--- config.mk ---
export PLATFORM = sky130hd
export DESIGN_NAME = v_xfer_seq16_flat
export DESIGN_NICKNAME = d
export VERILOG_FILES = /design/src/rtl/v_xfer_seq16_pkg.sv /design/src/rtl/v_xfer_seq16_if.sv /design/src/rtl/v_xfer_seq16_alu.sv /design/src/rtl/v_xfer_seq16.sv /design/src/flat_wrapper.sv
export SDC_FILE = /design/constraint.sdc
export NUM_CORES = 1
export LEC_CHECK = 0
export CORE_MARGIN = 3
export CORE_UTILIZATION = 60
export CTS_BUF_LIST = sky130_fd_sc_hd__clkbuf_8 sky130_fd_sc_hd__clkbuf_16
export CTS_CLUSTER_SIZE = 16
export DETAILED_ROUTE_END_ITERATION = 8
export GPL_TIMING_DRIVEN = 0
export HOLD_SLACK_MARGIN = 0.06
export PLACE_DENSITY = 0.89
export SKIP_CTS_REPAIR_TIMING = 1
export SYNTH_ARGS = -nofsm -noshare
export SYNTH_HDL_FRONTEND = slang
export SYNTH_SLANG_ARGS = --single-unit
export TNS_END_PERCENT = 1
--- constraint.sdc ---
create_clock -name CLK -period 7.8 [get_ports CLK]
set_input_delay 1.17 -clock CLK [delete_from_list [all_inputs] [get_ports CLK]]
set_output_delay 1.17 -clock CLK [all_outputs]
set_load 0.1 [all_outputs]
--- src/rtl/v_xfer_seq16_pkg.sv ---
// Shared widths, opcode and state encodings for the register-transfer sequencer.
package v_xfer_pkg;

  localparam int unsigned DATA_W   = 16;
  localparam int unsigned NUM_REGS = 4;
  localparam int unsigned SEL_W    = 2;

  typedef enum logic [1:0] {
    OP_MOV = 2'b00,
    OP_ADD = 2'b01,
    OP_SUB = 2'b10,
    OP_INC = 2'b11
  } op_e;

  typedef enum logic [2:0] {
    ST_IDLE    = 3'd0,
    ST_FETCH_A = 3'd1,
    ST_FETCH_B = 3'd2,
    ST_EXEC    = 3'd3,
    ST_WRITE   = 3'd4,
    ST_FIN     = 3'd5
  } state_e;

  typedef struct packed {
    op_e              op;
    logic [SEL_W-1:0] src_a;
    logic [SEL_W-1:0] src_b;
    logic [SEL_W-1:0] dst;
  } cmd_t;

  function automatic logic [NUM_REGS-1:0] onehot_sel(input logic [SEL_W-1:0] idx);
    logic [NUM_REGS-1:0] v;
    v = '0;
    v[idx] = 1'b1;
    return v;
  endfunction

  function automatic logic needs_src_b(input op_e op);
    return (op == OP_ADD) || (op == OP_SUB);
  endfunction

endpackage

--- src/rtl/v_xfer_seq16_if.sv ---
// Register-bank bus: one-hot read enables, per-register write strobes, shared data lines.
interface v_xfer_seq16_if;
  import v_xfer_pkg::*;

  logic [NUM_REGS-1:0] EA;
  logic [NUM_REGS-1:0] RW;
  logic [DATA_W-1:0]   BUS_IN;
  logic [DATA_W-1:0]   BUS_OUT;

  modport master (output EA, output RW, output BUS_OUT, input BUS_IN);
  modport slave  (input EA, input RW, input BUS_OUT, output BUS_IN);

endinterface

--- src/rtl/v_xfer_seq16_alu.sv ---
// Combinational ALU: MOV/ADD/SUB/INC with zero and carry/borrow flags.
module v_alu16
  import v_xfer_pkg::*;
(
  input  op_e               OP,
  input  logic [DATA_W-1:0] TA,
  input  logic [DATA_W-1:0] TB,
  output logic [DATA_W-1:0] RESULT,
  output logic              Z,
  output logic              C
);

  logic [DATA_W:0] wide;

  always_comb begin
    wide   = '0;
    RESULT = '0;
    C      = 1'b0;
    case (OP)
      OP_MOV: begin
        RESULT = TA;
        C      = 1'b0;
      end
      OP_ADD: begin
        wide   = {1'b0, TA} + {1'b0, TB};
        RESULT = wide[DATA_W-1:0];
        C      = wide[DATA_W];
      end
      OP_SUB: begin
        RESULT = TA - TB;
        C      = (TA < TB);
      end
      OP_INC: begin
        wide   = {1'b0, TA} + {{DATA_W{1'b0}}, 1'b1};
        RESULT = wide[DATA_W-1:0];
        C      = wide[DATA_W];
      end
      default: begin
        RESULT = TA;
        C      = 1'b0;
      end
    endcase
    Z = (RESULT == '0);
  end

endmodule

--- src/rtl/v_xfer_seq16.sv ---
// Register-transfer sequencer: fetches one or two registers over the shared bus,
// runs the ALU, and writes the result back to a destination register.
module v_xfer_seq16
  import v_xfer_pkg::*;
(
  input  logic             CLK,
  input  logic             CLR,
  input  logic             START,
  input  logic [SEL_W-1:0] OP,
  input  logic [SEL_W-1:0] SRC_A,
  input  logic [SEL_W-1:0] SRC_B,
  input  logic [SEL_W-1:0] DST,
  v_xfer_seq16_if.master   bus,
  output logic             BUSY,
  output logic             DONE,
  output logic             FLAG_Z,
  output logic             FLAG_C
);

  state_e            state_q, state_d;
  cmd_t              cmd_q, cmd_d;
  logic [DATA_W-1:0] ta_q, ta_d;
  logic [DATA_W-1:0] tb_q, tb_d;
  logic [DATA_W-1:0] tr_q, tr_d;
  logic              z_q, z_d;
  logic              c_q, c_d;

  logic [DATA_W-1:0] alu_result;
  logic              alu_z;
  logic              alu_c;

  v_alu16 u_alu (
    .OP     (cmd_q.op),
    .TA     (ta_q),
    .TB     (tb_q),
    .RESULT (alu_result),
    .Z      (alu_z),
    .C      (alu_c)
  );

  always_ff @(posedge CLK or negedge CLR) begin
    if (!CLR) begin
      state_q <= ST_IDLE;
      cmd_q   <= '0;
      ta_q    <= '0;
      tb_q    <= '0;
      tr_q    <= '0;
      z_q     <= 1'b0;
      c_q     <= 1'b0;
    end else begin
      state_q <= state_d;
      cmd_q   <= cmd_d;
      ta_q    <= ta_d;
      tb_q    <= tb_d;
      tr_q    <= tr_d;
      z_q     <= z_d;
      c_q     <= c_d;
    end
  end

  // Command fields are frozen at acceptance so bus inputs may change freely while busy.
  always_comb begin
    state_d = state_q;
    cmd_d   = cmd_q;
    ta_d    = ta_q;
    tb_d    = tb_q;
    tr_d    = tr_q;
    z_d     = z_q;
    c_d     = c_q;
    case (state_q)
      ST_IDLE: begin
        if (START) begin
          cmd_d.op    = op_e'(OP);
          cmd_d.src_a = SRC_A;
          cmd_d.src_b = SRC_B;
          cmd_d.dst   = DST;
          state_d     = ST_FETCH_A;
        end
      end
      ST_FETCH_A: begin
        ta_d    = bus.BUS_IN;
        state_d = needs_src_b(cmd_q.op) ? ST_FETCH_B : ST_EXEC;
      end
      ST_FETCH_B: begin
        tb_d    = bus.BUS_IN;
        state_d = ST_EXEC;
      end
      ST_EXEC: begin
        tr_d    = alu_result;
        z_d     = alu_z;
        c_d     = alu_c;
        state_d = ST_WRITE;
      end
      ST_WRITE: state_d = ST_FIN;
      ST_FIN:   state_d = ST_IDLE;
      default:  state_d = ST_IDLE;
    endcase
  end

  always_comb begin
    bus.EA = '0;
    bus.RW = '1;
    DONE   = 1'b0;
    BUSY   = (state_q != ST_IDLE);
    case (state_q)
      ST_FETCH_A: bus.EA = onehot_sel(cmd_q.src_a);
      ST_FETCH_B: bus.EA = onehot_sel(cmd_q.src_b);
      ST_WRITE:   bus.RW = ~onehot_sel(cmd_q.dst);
      ST_FIN:     DONE   = 1'b1;
      default: ;
    endcase
  end

  assign bus.BUS_OUT = tr_q;
  assign FLAG_Z      = z_q;
  assign FLAG_C      = c_q;

endmodule

--- src/flat_wrapper.sv ---
// flat-port wrapper written by rule: the top's interface ports become plain ports
module v_xfer_seq16_flat import v_xfer_pkg::*;
  (CLK, CLR, START, OP, SRC_A, SRC_B, DST, BUSY, DONE, FLAG_Z, FLAG_C, bus_EA, bus_RW, bus_BUS_OUT, bus_BUS_IN);
  v_xfer_seq16_if bus_i ();
  input  logic CLK;
  input  logic CLR;
  input  logic START;
  input  logic [SEL_W-1:0] OP;
  input  logic [SEL_W-1:0] SRC_A;
  input  logic [SEL_W-1:0] SRC_B;
  input  logic [SEL_W-1:0] DST;
  output logic BUSY;
  output logic DONE;
  output logic FLAG_Z;
  output logic FLAG_C;
  output wire logic [$bits(bus_i.EA)-1:0] bus_EA;
  output wire logic [$bits(bus_i.RW)-1:0] bus_RW;
  output wire logic [$bits(bus_i.BUS_OUT)-1:0] bus_BUS_OUT;
  input wire logic [$bits(bus_i.BUS_IN)-1:0] bus_BUS_IN;
  assign bus_EA = bus_i.EA;
  assign bus_RW = bus_i.RW;
  assign bus_BUS_OUT = bus_i.BUS_OUT;
  assign bus_i.BUS_IN = bus_BUS_IN;
  v_xfer_seq16 u_core (.CLK(CLK), .CLR(CLR), .START(START), .OP(OP), .SRC_A(SRC_A), .SRC_B(SRC_B), .DST(DST), .bus(bus_i), .BUSY(BUSY), .DONE(DONE), .FLAG_Z(FLAG_Z), .FLAG_C(FLAG_C));
endmodule
==> results.txt, run 1 <==
The tools report the overall track demand over capacity in global routing as 31.79%. STA classifies the critical path startpoint as a register. For the final worst slack, the log shows 3.382 ns. For this run, design rule violations remaining after detail routing come to 0.

Dividing the detail-routed via count by the number of cells gives 6.254. The peak clock frequency supported by timing came out at 226.4 MHz. The post-route fraction of the period consumed by the critical path is 56.64%.

The tools report the routing usage on met2 as 53.55%. The max-cap violation count is 0, and the overall die width is 94.94 µm. In this run the tightest slew margin relative to its limit is 33.84%. The global placement routability congestion came out at 0.9388. Counting flops with a built-in enable in the synthesized netlist gives 0. The number of instances in the synthesized netlist is 557.

The post-route cell area was 0.005648 mm²; the slew at the pin closest to its max-slew limit was 0.9892 ns. After clock tree synthesis, the clock-pin slew on the worst setup and hold paths is 0.08 ns. The number of DRC violations after detailed-routing iteration 0 came out at 364.

The total count of hold-check failures in the final report was 0; the total number of nets in the final design was 690. The mean routed wirelength per cell is 18.65 µm. STA classifies the critical path endpoint as an output pin. The number of max-slew violations in the final report was 0. For the number of standard cells in the layout, taps in and fillers out, the log shows 727. The first global-routing pass estimated 21990 µm of wire.

For the worst setup path, the data arrival time is 3.25 ns. The met3 capacity usage during global routing was 7.171%. The logs give 38.52% for the global-route track usage on met1 and 6 for the detailed-routing iteration count for the pre-antenna-repair pass. The logs give 0 for the number of antenna violations at the first check in global routing and 31 for the count of standard-cell rows. Summed over all nets, the half-perimeter wirelength after detailed placement is 10190 µm. In this run, placement finished with an instance count of 711. In this run the deepest clock path goes through 2 buffers. The clock arrives with 0.01095 ns of skew.

After global routing, the most crowded layer is met2. From synthesis to final layout, the design area changed by 19.01%. The worst setup path is of the reg2out kind.

In the synthesized netlist the async set-or-reset flop fraction comes to 100.0%. In this run the number of H-tree levels came out at 3. The tools report the number of top-level pins as 55. The average instance area after synthesis was 8.520 µm²; the number of port buffers was 54. The floorplan step defined a die boundary enclosing 0.009013 mm². For this run the aggregate overflow at the end of global routing stands at 0. The clock reaches the later pin of the worst-skew pair after 0.37 ns. The biggest fanout along the worst timing path was 10; the post-placement worst setup slack was 3.820 ns. For this run, the leading register cell type out of synthesis is dfrtp_1. Summed over all layers, the routed wires come to 13560 µm.

For the largest net degree at the start of global routing, the log shows 36. Counting I/O delays and the setup requirement, the final critical path takes 4.418 ns. During synthesis, Yosys emitted a total of 0 warnings.

After floorplanning, the core was sized to cover 0.007447 mm². Of the cells placed in the final design, the portion with a size suffix greater than 1 is 10.03%. STA puts the critical path data required time at 6.63 ns.

Setup repair after global routing left no endpoint under its margin. For this configuration, the core starts out at a cell density of 63.73%. Counting the buffers created by CTS gives 9.

The final number of setup-violating endpoints is 0. The final antenna-violating net count was 0; the TritonCTS sink count was 61. In this run, synthesis produced a sequential element count of 61. The mapped netlist covers 0.004746 mm².

The run finished with clean final reports. Counting the fill cells in the layout gives 547. TritonCTS built the clock tree.

The via total after detailed routing was 4547; the cell area after placement was 0.005425 mm². The via count of the first global-routing pass was 4554. Clock tree synthesis selected as its root buffer the cell clkbuf_8. The path class of the tightest hold or removal check is reg2reg. The sequential element share of the synthesized area was 32.16%; the floorplan die height was 94.94 µm.

Adding up every negative setup slack in the final design gives 0 ns. The logs give 67 for the distinct cell type count after synthesis and 0 for the total inserted antenna cells. When the netlist entered floorplanning its net count stood at 624.
==> worst max-delay path, stage by stage, from the launching register on <==
cell and delay (ns):
dfrtp_1 0.42, nand2b_1 0.21, nor2_1 0.29, clkbuf_1 0.49, nand2_1 0.14, o21ai_0 0.19, clkdlybuf4s50_1 1.16
==> final cells by class <==
| class | count | area (µm²) | area share, % |
|---|---|---|---|
| well taps | 99 | 123.9 | 2.193 |
| flip-flops and latches | 61 | 1526 | 27.03 |
| clock inverters | 7 | 98.84 | 1.750 |
| multi-input cells | 426 | 2944 | 52.13 |
| repair buffers | 55 | 555.5 | 9.836 |
| plain buffers | 29 | 121.4 | 2.149 |
| inverters | 41 | 153.9 | 2.725 |
| clock buffers | 9 | 123.9 | 2.193 |
==> sequential cells by signal, summed over array words and instances (netlist names) <==
signal              cells
u_core.bus.BUS_OUT     16
u_core.ta_q            16
u_core.tb_q            16
u_core.cmd_q            8
u_core.state_q          3
u_core.FLAG_C           1
u_core.FLAG_Z           1
==> final timing paths <==
kind,from,to,slack (ns),cells after the start
worst min register to register,u_core.bus.BUS_OUT[14]$_DFFE_PN0N_,u_core.bus.BUS_OUT[14]$_DFFE_PN0N_,0.48,2
max in group asynchronous,CLR,u_core.bus.BUS_OUT[4]$_DFFE_PN0N_,6.35,2
worst max register to register,u_core.ta_q[8]$_DFFE_PN0P_,u_core.FLAG_Z$_DFFE_PN0N_,4.24,10
min in group asynchronous,CLR,u_core.ta_q[9]$_DFFE_PN0P_,0.82,1
worst max-delay path,u_core.state_q[1]$_DFFE_PN0P_,bus_EA[3],3.38,6
worst min-delay path,u_core.bus.BUS_OUT[14]$_DFFE_PN0N_,u_core.bus.BUS_OUT[14]$_DFFE_PN0N_,0.48,2
==> synthesized netlist by cell type, types with 3 or more instances <==
cell,instances,share of area [%]
nand2_1,73,5.8
dfrtp_1,61,32
o21ai_0,57,6.0
nor2_1,40,3.2
inv_1,39,3.1
ha_1,38,10
clkbuf_1,22,1.7
mux2_2,21,5.0
a21oi_1,20,2.1
nand3_1,11,1.2
o22ai_1,10,1.3
a21o_1,9,1.4
nor3_1,9,0.95
xor2_1,9,1.7
nand4_1,8,1.1
xnor2_1,8,1.5
a211oi_1,7,1.1
mux2i_1,6,1.3
o211ai_1,6,0.95
and3_1,5,0.66
nand2b_1,5,0.66
o221ai_1,5,0.92
a221o_1,4,0.84
a221oi_1,4,0.74
a22oi_1,4,0.63
a31oi_1,4,0.53
and2_1,4,0.53
buf_2,4,0.42
nor2b_1,4,0.53
or3_1,4,0.53
o21bai_1,3,0.47
o31a_1,3,0.55
==> cells in the final DEF, fill, tap and decap left out, types with 3 or more instances in the layout <==
cell type        count
nand2_1             73
dfrtp_1             61
o21ai_0             57
clkdlybuf4s50_1     53
nor2_1              40
inv_1               39
ha_1                38
clkbuf_1            22
mux2_2              21
a21oi_1             20
nand3_1             11
o22ai_1             10
nor3_1               9
xor2_1               9
a21o_1               9
clkbuf_8             9
nand4_1              8
xnor2_1              8
a211oi_1             7
o211ai_1             6
mux2i_1              6
nand2b_1             5
and3_1               5
buf_2                5
o221ai_1             5
or3_1                4
nor2b_1              4
a221o_1              4
a31oi_1              4
and2_1               4
a221oi_1             4
a22oi_1              4
o21bai_1             3
o31a_1               3
==> per-layer routing <==
| metal | up-vias | part of all wire [%] |
|---|---|---|
| met2 | 198 | 50 |
| met1 | 2186 | 40 |
| met4 | 0 | 2.3 |
| met5 | - | 0 |
| met3 | 33 | 6.9 |
| li1 | 2130 | - |
==> through the flow <==
step | hold WS, ns | util [%]
after global placement | 0.4695 | 72.65
after CTS | 0.4849 | 75.84
after detailed placement | 0.4698 | 72.85
after global routing | 0.5062 | 75.84
after floorplan | 0.4969 | -
final | 0.4805 | 75.84
==> kinds of logic (layout without fill, tap and decap cells) <==
kind of cell / Yosys count / after routing / synth area share (%)
fa+ha+maj: 40 / 40 / 10.86
xor+xnor: 17 / 17 / 3.138
simple gates: 176 / 176 / 17.11
buf+inv: 70 / 141 / 5.800
compound gates: 165 / 165 / 24.44
flops: 61 / 61 / 32.16
mux: 28 / 28 / 6.486
Power of run 1 is not shown: default switching activity piles up to over one toggle a cycle in this logic, so the estimate is an artifact.
==> run 2: changes to the inputs <==
CORE_UTILIZATION = 52   (was 60)
PLACE_DENSITY = 0.82   (was 0.89)
clock period = 3.85 ns   (was 7.8 ns; I/O delays follow)
==> run 2 against run 1 <==
  * Utilization is 12 points lower
  * Register-to-register slack worse by 3.9 ns
  * Wire length is 1.0% lower
  * Die area is 14% higher
  * Clock skew is 0.0019 ns lower
  * Highest routed layer unchanged
  * Cell count is 1.1% higher
==> results.txt, run 2 (same netlist as run 1, synthesis figures left out) <==
The largest net degree at the start of global routing was 36 (unchanged). The data required time at the worst endpoint is 4.11 ns (was 6.63 ns). The sequential cell area was 0.001526 mm² (unchanged); the floorplan die height was 101.5 µm (was 94.94 µm). The run gives 61 (unchanged) as the TritonCTS sink count.

The number of port buffers is 54 (unchanged). After layout, the worst path uses 92.03% of the clock period. For the detailed-routing iteration count for the pre-antenna-repair pass, the log shows 5 (was 6).

The first-pass GRT wire length is 21560 µm (was 21990 µm). The flow ran to the end, and the final reports show no timing, DRC or antenna violations. Effective utilization at floorplan: 53.89% (was 63.73%). The type of element capturing the critical path is a register (was an output pin).

The tools report the total number of nets in the final design as 690 (unchanged). For the via total after detailed routing, the log shows 4496 (was 4547). The synthesis-to-layout area growth was 19.06% (was 19.01%). The biggest fanout along the worst timing path was 10 (unchanged). Half-perimeter wire length after detailed placement: 10200 µm (was 10190 µm). For the global placement routability congestion, the log shows 0.9736 (was 0.9388).

Nature of the critical path startpoint: a register (unchanged). The layout cell share with drive strength beyond 1 is 9.888% (was 10.03%). Setup repair after global routing left no endpoint under its margin.

The overall die width is 101.5 µm (was 94.94 µm). The tools report the count of standard-cell rows as 34 (was 31). The logs give 0 (unchanged) for the final number of setup-violating endpoints and 4396 (was 4554) for the via count of the first global-routing pass. Commonest non-fill, non-tap cells in the layout: nand2_1, dfrtp_1, o21ai_0, clkdlybuf4s50_1, nor2_1 (unchanged). The number of clock buffers inserted by TritonCTS is 9 (unchanged).

The total inserted antenna cells came out at 0 (unchanged). The via density per instance came out at 6.117 (was 6.254). The minimum setup slack among reg-to-reg paths was 0.31 ns (was 4.24 ns). The tools report the root buffer selected by CTS as clkbuf_8 (unchanged). The total negative slack was 0 ns (unchanged); the number of buffers on the longest clock path was 2 (unchanged). The maximum clock skew at final layout was 0.009099 ns (was 0.01095 ns). Global-route congestion overflow total: 0 (unchanged). Mean routed wirelength per cell: 18.26 µm (was 18.65 µm). The tools report the number of levels in the clock H-tree as 3 (unchanged). The max-cap violation count was 0 (unchanged). The standard cell core area came out at 0.008806 mm² (was 0.007447 mm²).

The logs give 347 (was 364) for the number of DRC violations after detailed-routing iteration 0 and 0 (unchanged) for the number of max-slew violations in the final report. The floorplan die area came out at 0.01031 mm² (was 0.009013 mm²). The worst hold path class was in2async (was reg2reg). The category of the critical setup timing path is reg2reg (was reg2out). The worst path needs 3.543 ns of the cycle, external delays included. The tools report the final routed DRC violation total as 0 (unchanged).

Number of top-level pins: 55 (unchanged). The latest clock arrival within the worst-skew pair came out at 0.35 ns (was 0.37 ns). The slew at the pin closest to its max-slew limit works out to 0.9912 ns (was 0.9892 ns).

The footprint of the multi-input gates came out at 0.002944 mm² (unchanged). The clock-pin slew on the worst setup and hold paths was 0.07 ns (was 0.08 ns); the endpoint arrival time on the critical path was 3.80 ns (was 3.25 ns). The total count of hold-check failures in the final report was 0 (unchanged). The routed wire length was 13420 µm (was 13560 µm); the headroom to the max-slew limit was 33.71% (was 33.84%).

The number of antenna violations at the first check in global routing is 0 (unchanged), and the peak clock frequency supported by timing is 282.2 MHz. The logs give 26.68% (was 31.79%) for the overall track demand over capacity in global routing and 750 (was 547) for the filler cell count. The commonest non-fill, non-tap cell in the layout is nand2_1 (unchanged). The tools report the final antenna-violating net count as 0 (unchanged). TritonCTS built the clock tree.
## run 2: cell count changes in the layout (fill, tap and decap cells not counted)
cell	change
bufinv_16	-1
dlymetal6s2s_1	+2
clkinvlp_4	-1
clkdlybuf4s50_1	-2
clkinv_4	-1
clkbuf_8	+3
inv_6	-1
## run 2: final cells by class
| class | count | share of cell area (%) |
|---|---|---|
| tap | 108 | 2.392 |
| buffer | 29 | 2.148 |
| clock buffer | 12 | 2.923 |
| timing repair buffer | 55 | 9.920 |
| multi-input combinational | 426 | 52.10 |
| sequential | 61 | 27.01 |
| clock inverter | 3 | 0.7750 |
| inverter | 41 | 2.724 |
## run 2: worst max-delay path, stage by stage, from the launching register on
cell      delay [ns]
dfrtp_1         0.52
ha_1            0.29
buf_4           0.18
or4_1           0.54
a21oi_1         0.27
o41ai_2         0.12
o41ai_1         0.37
mux2_1          0.37
a221oi_1        0.36
nand2_1         0.16
o31ai_2         0.27
## run 2: metal layers
layer  share of wire, %  wire length [µm]  track usage [%]  vias to the layer above
li1                   -                 -                -                     2137
met1                 41              5546            33.52                     2129
met2                 49              6566            45.42                      192
met3                6.8               907            4.132                       38
met4                3.0               398            11.45                        0
met5                  0                 0                0                        -
## run 2: worst paths after layout
path,start,endpoint,cells past startpoint
max in group asynchronous,CLR,u_core.bus.BUS_OUT[4]$_DFFE_PN0N_,2
worst max-delay path,u_core.ta_q[7]$_DFFE_PN0P_,u_core.FLAG_Z$_DFFE_PN0N_,10
worst min register to register,u_core.bus.BUS_OUT[2]$_DFFE_PN0N_,u_core.bus.BUS_OUT[2]$_DFFE_PN0N_,2
worst max register to register,u_core.ta_q[7]$_DFFE_PN0P_,u_core.FLAG_Z$_DFFE_PN0N_,10
worst min-delay path,CLR,u_core.tb_q[9]$_DFFE_PN0N_,1
min in group CLK,u_core.bus.BUS_OUT[2]$_DFFE_PN0N_,u_core.bus.BUS_OUT[2]$_DFFE_PN0N_,2
## run 2: metrics by stage
step	utilization (%)	worst slack (ns)	hold WS [ns]	area, µm²	instances
3_5_place_dp	61.74	0.3642	0.4798	5436	720
5_1_grt	64.17	0.1601	0.3009	5650	735
2_1_floorplan	-	0.04055	0.2819	4746	557
4_1_cts	64.11	0.04638	0.2883	5645	735
6_report	64.17	0.3067	0.2672	5650	735
3_3_place_gp	61.57	0.2253	0.4681	5421	719
Power of run 2 is left out for the same reason.
